### config.mk
export PLATFORM = sky130hd
export DESIGN_NAME = csam_pipe_flat
export DESIGN_NICKNAME = d
export VERILOG_FILES = /design/src/rtl/csam_pipe_if.sv /design/src/rtl/csam_pipe.sv /design/src/flat_wrapper.sv
export SDC_FILE = /design/constraint.sdc
export NUM_CORES = 1
export LEC_CHECK = 0
export ABC_CLOCK_PERIOD_IN_PS = 4200
export CAP_MARGIN = 20
export CORE_MARGIN = 2
export CORE_UTILIZATION = 40
export DETAILED_ROUTE_END_ITERATION = 10
export HOLD_SLACK_MARGIN = 0.03
export MAX_ROUTING_LAYER = met4
export PLACE_DENSITY = 0.64
export SYNTH_ARGS = -nofsm -noshare
export SYNTH_HDL_FRONTEND = slang
export SYNTH_SLANG_ARGS = --single-unit
### constraint.sdc
create_clock -name clk -period 4.2 [get_ports clk]
set_clock_uncertainty 0.2 [all_clocks]
set_input_delay 1.05 -clock clk [delete_from_list [all_inputs] [get_ports clk]]
set_output_delay 1.05 -clock clk [all_outputs]
set_load 0.03 [all_outputs]
### src/rtl/csam_pipe_if.sv
// Operand/result stream bundle for the pipelined carry-save array multiplier.
interface csam_pipe_if #(
   parameter int unsigned WX   = 8,
   parameter int unsigned WY   = 5,
   parameter int unsigned TAGW = 4
);
   logic                 in_valid;
   logic                 in_ready;
   logic [WX-1:0]        in_x;
   logic [WY-1:0]        in_y;
   logic                 in_signed;
   logic [TAGW-1:0]      in_tag;
   logic                 out_valid;
   logic                 out_ready;
   logic [WX+WY-1:0]     out_p;
   logic [TAGW-1:0]      out_tag;

   modport master (
      output in_valid, in_x, in_y, in_signed, in_tag, out_ready,
      input  in_ready, out_valid, out_p, out_tag
   );

   modport slave (
      input  in_valid, in_x, in_y, in_signed, in_tag, out_ready,
      output in_ready, out_valid, out_p, out_tag
   );
endinterface

### src/rtl/csam_pipe.sv
// Pipelined carry-save array multiplier, unsigned or Baugh-Wooley signed per op,
// with a single global stall shared by every stage.
module csam_pipe #(
   parameter int unsigned WX   = 8,
   parameter int unsigned WY   = 5,
   parameter int unsigned RPS  = 1,
   parameter int unsigned TAGW = 4
) (
   input  logic          clk,
   input  logic          rst_n,
   csam_pipe_if.slave    bus
);
   localparam int unsigned W = WX + WY;
   localparam int unsigned S = (WY + RPS - 1) / RPS;

   // Baugh-Wooley correction constants split over sum and carry so that the
   // WX-1 / WY-1 columns may coincide without an extra adder.
   localparam logic [W-1:0] K_S = (W'(1) << (WX - 1)) | (W'(1) << (W - 1));
   localparam logic [W-1:0] K_C = W'(1) << (WY - 1);

   logic                advance;

   logic                v_q   [0:S];
   logic [TAGW-1:0]     tag_q [0:S];
   logic                sgn_q [0:S];
   logic [WX-1:0]       x_q   [0:S];
   logic [WY-1:0]       y_q   [0:S];
   logic [W-1:0]        s_q   [0:S];
   logic [W-1:0]        c_q   [0:S];

   logic                v_d   [0:S];
   logic [TAGW-1:0]     tag_d [0:S];
   logic                sgn_d [0:S];
   logic [WX-1:0]       x_d   [0:S];
   logic [WY-1:0]       y_d   [0:S];
   logic [W-1:0]        s_d   [0:S];
   logic [W-1:0]        c_d   [0:S];

   logic [W-1:0]        s_t;
   logic [W-1:0]        c_t;
   logic [W-1:0]        row;
   logic [W-1:0]        carry;
   logic [WX-1:0]       pp;

   assign advance      = !bus.out_valid || bus.out_ready;
   assign bus.in_ready = advance;

   // Stage 0 loads operands; stage k reduces its RPS rows into stage k+1.
   always_comb begin
      s_t   = '0;
      c_t   = '0;
      row   = '0;
      carry = '0;
      pp    = '0;

      v_d[0]   = bus.in_valid;
      tag_d[0] = bus.in_tag;
      sgn_d[0] = bus.in_signed;
      x_d[0]   = bus.in_x;
      y_d[0]   = bus.in_y;
      s_d[0]   = bus.in_signed ? K_S : '0;
      c_d[0]   = bus.in_signed ? K_C : '0;

      for (int unsigned k = 0; k < S; k++) begin
         s_t = s_q[k];
         c_t = c_q[k];
         for (int unsigned r = 0; r < RPS; r++) begin
            if (k * RPS + r < WY) begin
               for (int unsigned i = 0; i < WX; i++) begin
                  pp[i] = (x_q[k][i] & y_q[k][r]) ^
                          (sgn_q[k] & ((i == WX - 1) != (k * RPS + r == WY - 1)));
               end
               row   = W'(pp) << (k * RPS + r);
               carry = ((s_t & c_t) | (s_t & row) | (c_t & row)) << 1;
               s_t   = s_t ^ c_t ^ row;
               c_t   = carry;
            end
         end
         v_d[k+1]   = v_q[k];
         tag_d[k+1] = tag_q[k];
         sgn_d[k+1] = sgn_q[k];
         x_d[k+1]   = x_q[k];
         y_d[k+1]   = y_q[k] >> RPS;
         s_d[k+1]   = s_t;
         c_d[k+1]   = c_t;
      end
   end

   // All stages and the carry-propagate output register move in lockstep.
   always_ff @(posedge clk or negedge rst_n) begin
      if (!rst_n) begin
         for (int unsigned k = 0; k <= S; k++) begin
            v_q[k]   <= 1'b0;
            tag_q[k] <= '0;
            sgn_q[k] <= 1'b0;
            x_q[k]   <= '0;
            y_q[k]   <= '0;
            s_q[k]   <= '0;
            c_q[k]   <= '0;
         end
         bus.out_valid <= 1'b0;
         bus.out_p     <= '0;
         bus.out_tag   <= '0;
      end else if (advance) begin
         for (int unsigned k = 0; k <= S; k++) begin
            v_q[k]   <= v_d[k];
            tag_q[k] <= tag_d[k];
            sgn_q[k] <= sgn_d[k];
            x_q[k]   <= x_d[k];
            y_q[k]   <= y_d[k];
            s_q[k]   <= s_d[k];
            c_q[k]   <= c_d[k];
         end
         bus.out_valid <= v_q[S];
         bus.out_p     <= s_q[S] + c_q[S];
         bus.out_tag   <= tag_q[S];
      end
   end
endmodule

### src/flat_wrapper.sv
// flat-port wrapper written by rule: the top's interface ports become plain ports
module csam_pipe_flat 
#(
   parameter int unsigned WX   = 8,
   parameter int unsigned WY   = 5,
   parameter int unsigned RPS  = 1,
   parameter int unsigned TAGW = 4
)
  (clk, rst_n, bus_in_valid, bus_in_x, bus_in_y, bus_in_signed, bus_in_tag, bus_out_ready, bus_in_ready, bus_out_valid, bus_out_p, bus_out_tag);
  csam_pipe_if #(.WX(WX), .WY(WY), .TAGW(TAGW)) bus_i ();
  input  logic clk;
  input  logic rst_n;
  input wire logic [$bits(bus_i.in_valid)-1:0] bus_in_valid;
  input wire logic [$bits(bus_i.in_x)-1:0] bus_in_x;
  input wire logic [$bits(bus_i.in_y)-1:0] bus_in_y;
  input wire logic [$bits(bus_i.in_signed)-1:0] bus_in_signed;
  input wire logic [$bits(bus_i.in_tag)-1:0] bus_in_tag;
  input wire logic [$bits(bus_i.out_ready)-1:0] bus_out_ready;
  output wire logic [$bits(bus_i.in_ready)-1:0] bus_in_ready;
  output wire logic [$bits(bus_i.out_valid)-1:0] bus_out_valid;
  output wire logic [$bits(bus_i.out_p)-1:0] bus_out_p;
  output wire logic [$bits(bus_i.out_tag)-1:0] bus_out_tag;
  assign bus_i.in_valid = bus_in_valid;
  assign bus_i.in_x = bus_in_x;
  assign bus_i.in_y = bus_in_y;
  assign bus_i.in_signed = bus_in_signed;
  assign bus_i.in_tag = bus_in_tag;
  assign bus_i.out_ready = bus_out_ready;
  assign bus_in_ready = bus_i.in_ready;
  assign bus_out_valid = bus_i.out_valid;
  assign bus_out_p = bus_i.out_p;
  assign bus_out_tag = bus_i.out_tag;
  csam_pipe #(.WX(WX), .WY(WY), .RPS(RPS), .TAGW(TAGW)) u_core (.clk(clk), .rst_n(rst_n), .bus(bus_i));
endmodule
==> results of run 1 <==
## kinds of logic after synthesis
kind of cell,after synthesis,share of synthesized area
muxes,1,0.00118
and+or+nand+nor,491,0.227
DFF,193,0.570
adders and majority gates,42,0.0825
AOI/OAI and AO/OA,83,0.0542
buffers and inverters,100,0.0514
xor gates and xnor gates,13,0.0134
## per-layer routing
layer	routed length [um]	GRT usage
met5	0	-
met4	169	0.0367
met3	499	0.0399
met2	6970	0.239
met1	7180	0.187
## flip-flops by register name (all words and copies together), names as in the netlist
register / count
u_core.bus.out_p: 13
u_core.bus.out_tag: 4
u_core.bus.out_valid: 1
u_core.c_q: 34
u_core.s_q: 52
u_core.sgn_d: 4
u_core.tag_d: 20
u_core.tag_q: 4
u_core.v_d: 5
u_core.v_q: 1
u_core.x_d: 40
u_core.y_d: 10
u_core.y_q: 5
## stage by stage
stage | area, um2 | util | hold slack, ps | instances
after floorplan | 8470 | - | 230 | 923
after global placement | 9060 | 0.434 | 248 | 1196
after detailed placement | 9060 | 0.434 | 256 | 1196
after CTS | 9600 | 0.460 | 271 | 1227
after global routing | 9610 | 0.460 | 288 | 1228
final | 9610 | 0.460 | 265 | 1228
## final cells by class
cell class	instances	area, um2
Clock inverter	12	87.6
Timing Repair Buffer	48	487
Multi-Input combinational cell	630	3210
Clock buffer	19	453
Fill cell	2038	11300
Antenna cell	1	2.50
Sequential cell	193	4830
Inverter	50	193
Tap cell	275	344
## where the power goes
part | switching [mW] | leakage (nW) | internal, mW
Sequential | 0.513 | 2.39 | 2.69
Combinational | 1.61 | 2.16 | 1.12
Clock | 0.694 | 0.253 | 0.786
## critical path: stages
cell,delay (ps)
clkdlybuf4s50_1,450
nor2b_4,180
inv_6,70
buf_4,170
## cell usage after synthesis (3+ instances only)
| master | count |
|---|---|
| nor2_1 | 49 |
| nand2_1 | 411 |
| xor2_1 | 9 |
| buf_2 | 39 |
| dfrtp_1 | 193 |
| clkbuf_1 | 8 |
| fa_1 | 23 |
| buf_4 | 3 |
| nand3_1 | 9 |
| xnor2_1 | 4 |
| a211oi_1 | 5 |
| nor3b_1 | 3 |
| o21ai_0 | 19 |
| a21oi_1 | 48 |
| inv_1 | 49 |
| and2_1 | 8 |
| ha_1 | 19 |
## final timing paths
check	slack, ps	startpoint	to
max in group asynchronous	2410	rst_n	u_core.v_d[0]
worst min-delay path	260	u_core.bus.out_p[4]	u_core.bus.out_p[4]
min in group asynchronous	470	rst_n	u_core.bus.out_p[6]
worst max-delay path	1040	bus_out_ready	bus_in_ready
worst min register to register	260	u_core.bus.out_p[4]	u_core.bus.out_p[4]
worst max register to register	1830	u_core.bus.out_valid	u_core.x_d[1]
==> metrics.yaml, run 1 <==
status: "finished, final reports clean"
layout.cells.most_common: "nand2_1"
ys_warn_count: 0
grt.total_usage: 0.148
netlist_top_cells_area: "dfrtp_1 (57%), nand2_1 (18%), fa_1 (5.4%)"
critical_path_arrival_ps: 1910
critPathRequiredTime_ps: 2950
initial_core_util: 0.405
antenna_left: 0
hold_viol: 0
tightest_slew_ps: 743
drc: 0
setup_viol: 0
drive_above_1_share: 0.0483
die_w_um: 149
cts_hold_buf: 0
power.density_nw_per_um2: 771
async_flop_share: 1.00
synth_top_area_cell: "dfrtp_1"
ys_seq_area_frac: 0.570
place.gp.congestion: 0.746
cap_violations: 0
clock_latency_ps: 420
synth_top_cell_area_share: 0.570
ff2ff_path_depth: 5
port_buffers: 40
syn_inst: 923
synth_cell_types: 37
p_leak_nw: 4.79
num_io_pins: 41
via_per_inst: 4.60
avgSynthCellArea_um2: 9.17
fmax_mhz: 317
fp.coreArea_um2: 20900
rsz0062_at_grt: "no"
synth_edf_count: 0
pre_cts_ws_ps: 680
grt_pass1_wl_um: 26100
fin_nets: 1004
synthFlopType: "dfrtp_1"
ys_seq_elements: 193
startpoint_type: "input port"
cp_max_fo: 3
drt_wl_total_um: 14800
die_area_um2: 22300
wl_per_cell_um: 12.1
die_y_um: 149
period_share: 0.752
synth_nets: 987
num_rows: 53
cts_sinks: 193
finalSetupTns_ps: 0
dr_total_vias: 5652
drv_slew: 0
htreeDepth: 4
cts_setup_buffers: 0
peakVddDrop_uv: 318
place_hpwl_um: 9270
antenna_found_initial: 1
syn_to_final_growth_pct: 13.4
hold_path_class: "reg2reg"
cts_resized: 0
slew_headroom: 0.505
drtIter0Drc: 353
critPathKind: "in2out"
syn_area_um2: 8470
final_cell_mix: "nand2_1 (411), dfrtp_1 (193), inv_1 (49), nor2_1 (49), a21oi_1 (48)"
cts_tree: "done"
min_period_ps: 3160
cts_buffers: 17
grt_pass1_vias: 5596
cts_root_buf: "clkbuf_16"
setup_slack_ps: 1040
first_pass_iters: 5
clkTransAtPathRegs_ps: 70
overflow: 0
grt_max_degree: 164
hold_path_depth: 2
finalPower_mw: 7.41
clockBufferDepth: 2
endpoint_kind: "primary output"
No activity file was read; power rests on OpenSTA's default activity.
==> run 2, diff against run 1 <==
Settings changed: ABC_CLOCK_PERIOD_IN_PS 4200 to 2900, PLACE_DENSITY 0.64 to 0.66.
Clock period 4.2 ns to 2.9 ns, I/O delays scaled along.
==> run 2 against run 1 <==
  * Worst setup slack worse by 680 ps
  * Register-to-register slack worse by 950 ps
  * Die area unchanged
  * Largest cell class unchanged
  * Largest power group unchanged
  * Highest routed layer unchanged
==> metrics.yaml, run 2 (synthesis results as in run 1) <==
status: "finished, final reports clean"
finalPower_mw: 11.0
fin_nets: 1008
cts_resized: 0
intPower_mw: 6.95
clock_latency_ps: 430
htreeDepth: 4
num_rows: 53
final_cell_mix: "nand2_1 (411), dfrtp_1 (193), inv_1 (49), nor2_1 (49), a21oi_1 (48)"
dr_total_vias: 5668
drv_slew: 0
critical_path_arrival_ps: 1610
fmax_mhz: 395
die_w_um: 149
critPathKind: "in2out"
cts_hold_buf: 0
place_area_um2: 9140
die_area_um2: 22300
drive_above_1_share: 0.0503
top_register: "u_core.s_q"
syn_to_final_growth_pct: 15.0
startpoint_type: "input port"
endpoint_kind: "primary output"
power.density_nw_per_um2: 1130
p_switching_mw: 4.06
cts_root_buf: "clkbuf_16"
min_period_ps: 2530
slew_headroom: 0.616
critPathRequiredTime_ps: 1980
power_frac_seq: 0.423
num_io_pins: 41
antenna_cells: 0
place_hpwl_um: 9390
wl_per_cell_um: 12.1
port_buffers: 40
setup_viol: 0
cts_setup_buffers: 0
antenna_left: 0
initial_core_util: 0.405
fin_util: 0.466
rsz0062_at_grt: "no"
first_pass_iters: 4
cap_violations: 0
placed_cells: 1200
fin_cells: 1230
grt_pass1_wl_um: 26800
grt_pass1_vias: 5631
drtIter0Drc: 332
comb_power_share: 0.362
layout.cells.most_common: "nand2_1"
period_share: 0.874
tightest_slew_ps: 576
drt_wl_total_um: 14900
hold_path_class: "in2async"
largest_reg_flops: 52
hold_viol: 0
cp_max_fo: 2
clkTransAtPathRegs_ps: 60
via_per_inst: 4.61
grt_max_degree: 124
peakVddDrop_uv: 443
cts_sinks: 193
place.gp.congestion: 0.763
p_leak_nw: 4.86
finalSetupTns_ps: 0
r2r_slack_ps: 880
fp.coreArea_um2: 20900
drc: 0
fin_area_um2: 9740
clockBufferDepth: 2
switching_share: 0.369
p_clk_frac: 0.215
grt.total_usage: 0.153
cts_buffers: 17
antenna_found_initial: 0
overflow: 0
cts_tree: "done"
die_y_um: 149
==> run 2: changes by cell type in the layout (fill, tap and decap cells not counted) <==
cell and change:
inv_6 -1, bufinv_16 +3, diode_2 -1, clkbuf_1 +1, clkinvlp_4 -2, clkinv_4 -2, buf_12 +4
==> run 2: worst max-delay path: stages <==
cell and delay (ps):
clkdlybuf4s50_1 450, nor2b_4 200, inv_6 60, buf_4 170
==> run 2: area by class of cell <==
type | instances | area, um2
fillers | 2031 | 11200
flip-flops and latches | 193 | 4830
multi-input cells | 630 | 3210
repair buffers | 52 | 567
clock buffers | 20 | 457
well taps | 275 | 344
inverters | 50 | 193
clock inverters | 10 | 136
==> run 2: per-layer routing <==
layer	GRT usage	part of all wire
met4	0.0357	0.0064
met2	0.239	0.48
met3	0.0378	0.026
met1	0.203	0.48
met5	-	0
==> run 2: metrics by stage <==
| stage | setup slack (ps) | hold slack, ps |
|---|---|---|
| 2_1_floorplan | 608 | 229 |
| 3_3_place_gp | 305 | 248 |
| 3_5_place_dp | 296 | 255 |
| 4_1_cts | 345 | 45.4 |
| 5_1_grt | 342 | 59.6 |
| 6_report | 365 | 45.7 |
==> run 2: worst paths after layout <==
check                                      start               endpoint  cells after the start
max reg2reg                        u_core.c_q[5]   u_core.bus.out_p[11]                      7
min reg2reg                u_core.bus.out_tag[3]  u_core.bus.out_tag[3]                      2
max in group asynchronous                  rst_n        u_core.tag_d[8]                      2
max                                bus_out_ready           bus_in_ready                      4
min                                        rst_n    u_core.bus.out_p[6]                      1
min in group clk           u_core.bus.out_tag[3]  u_core.bus.out_tag[3]                      2
==> run 2: power groups by stage <==
| stage | clock, mW | sequential, mW | combinational, mW |
|---|---|---|---|
| after floorplan | 0 | 4.67 | 2.90 |
| after global placement | 0 | 4.67 | 3.91 |
| after detailed placement | 0 | 4.71 | 4.03 |
| after CTS | 2.43 | 4.67 | 4.06 |
| after global routing | 2.54 | 4.83 | 4.66 |
| final | 2.36 | 4.65 | 3.99 |
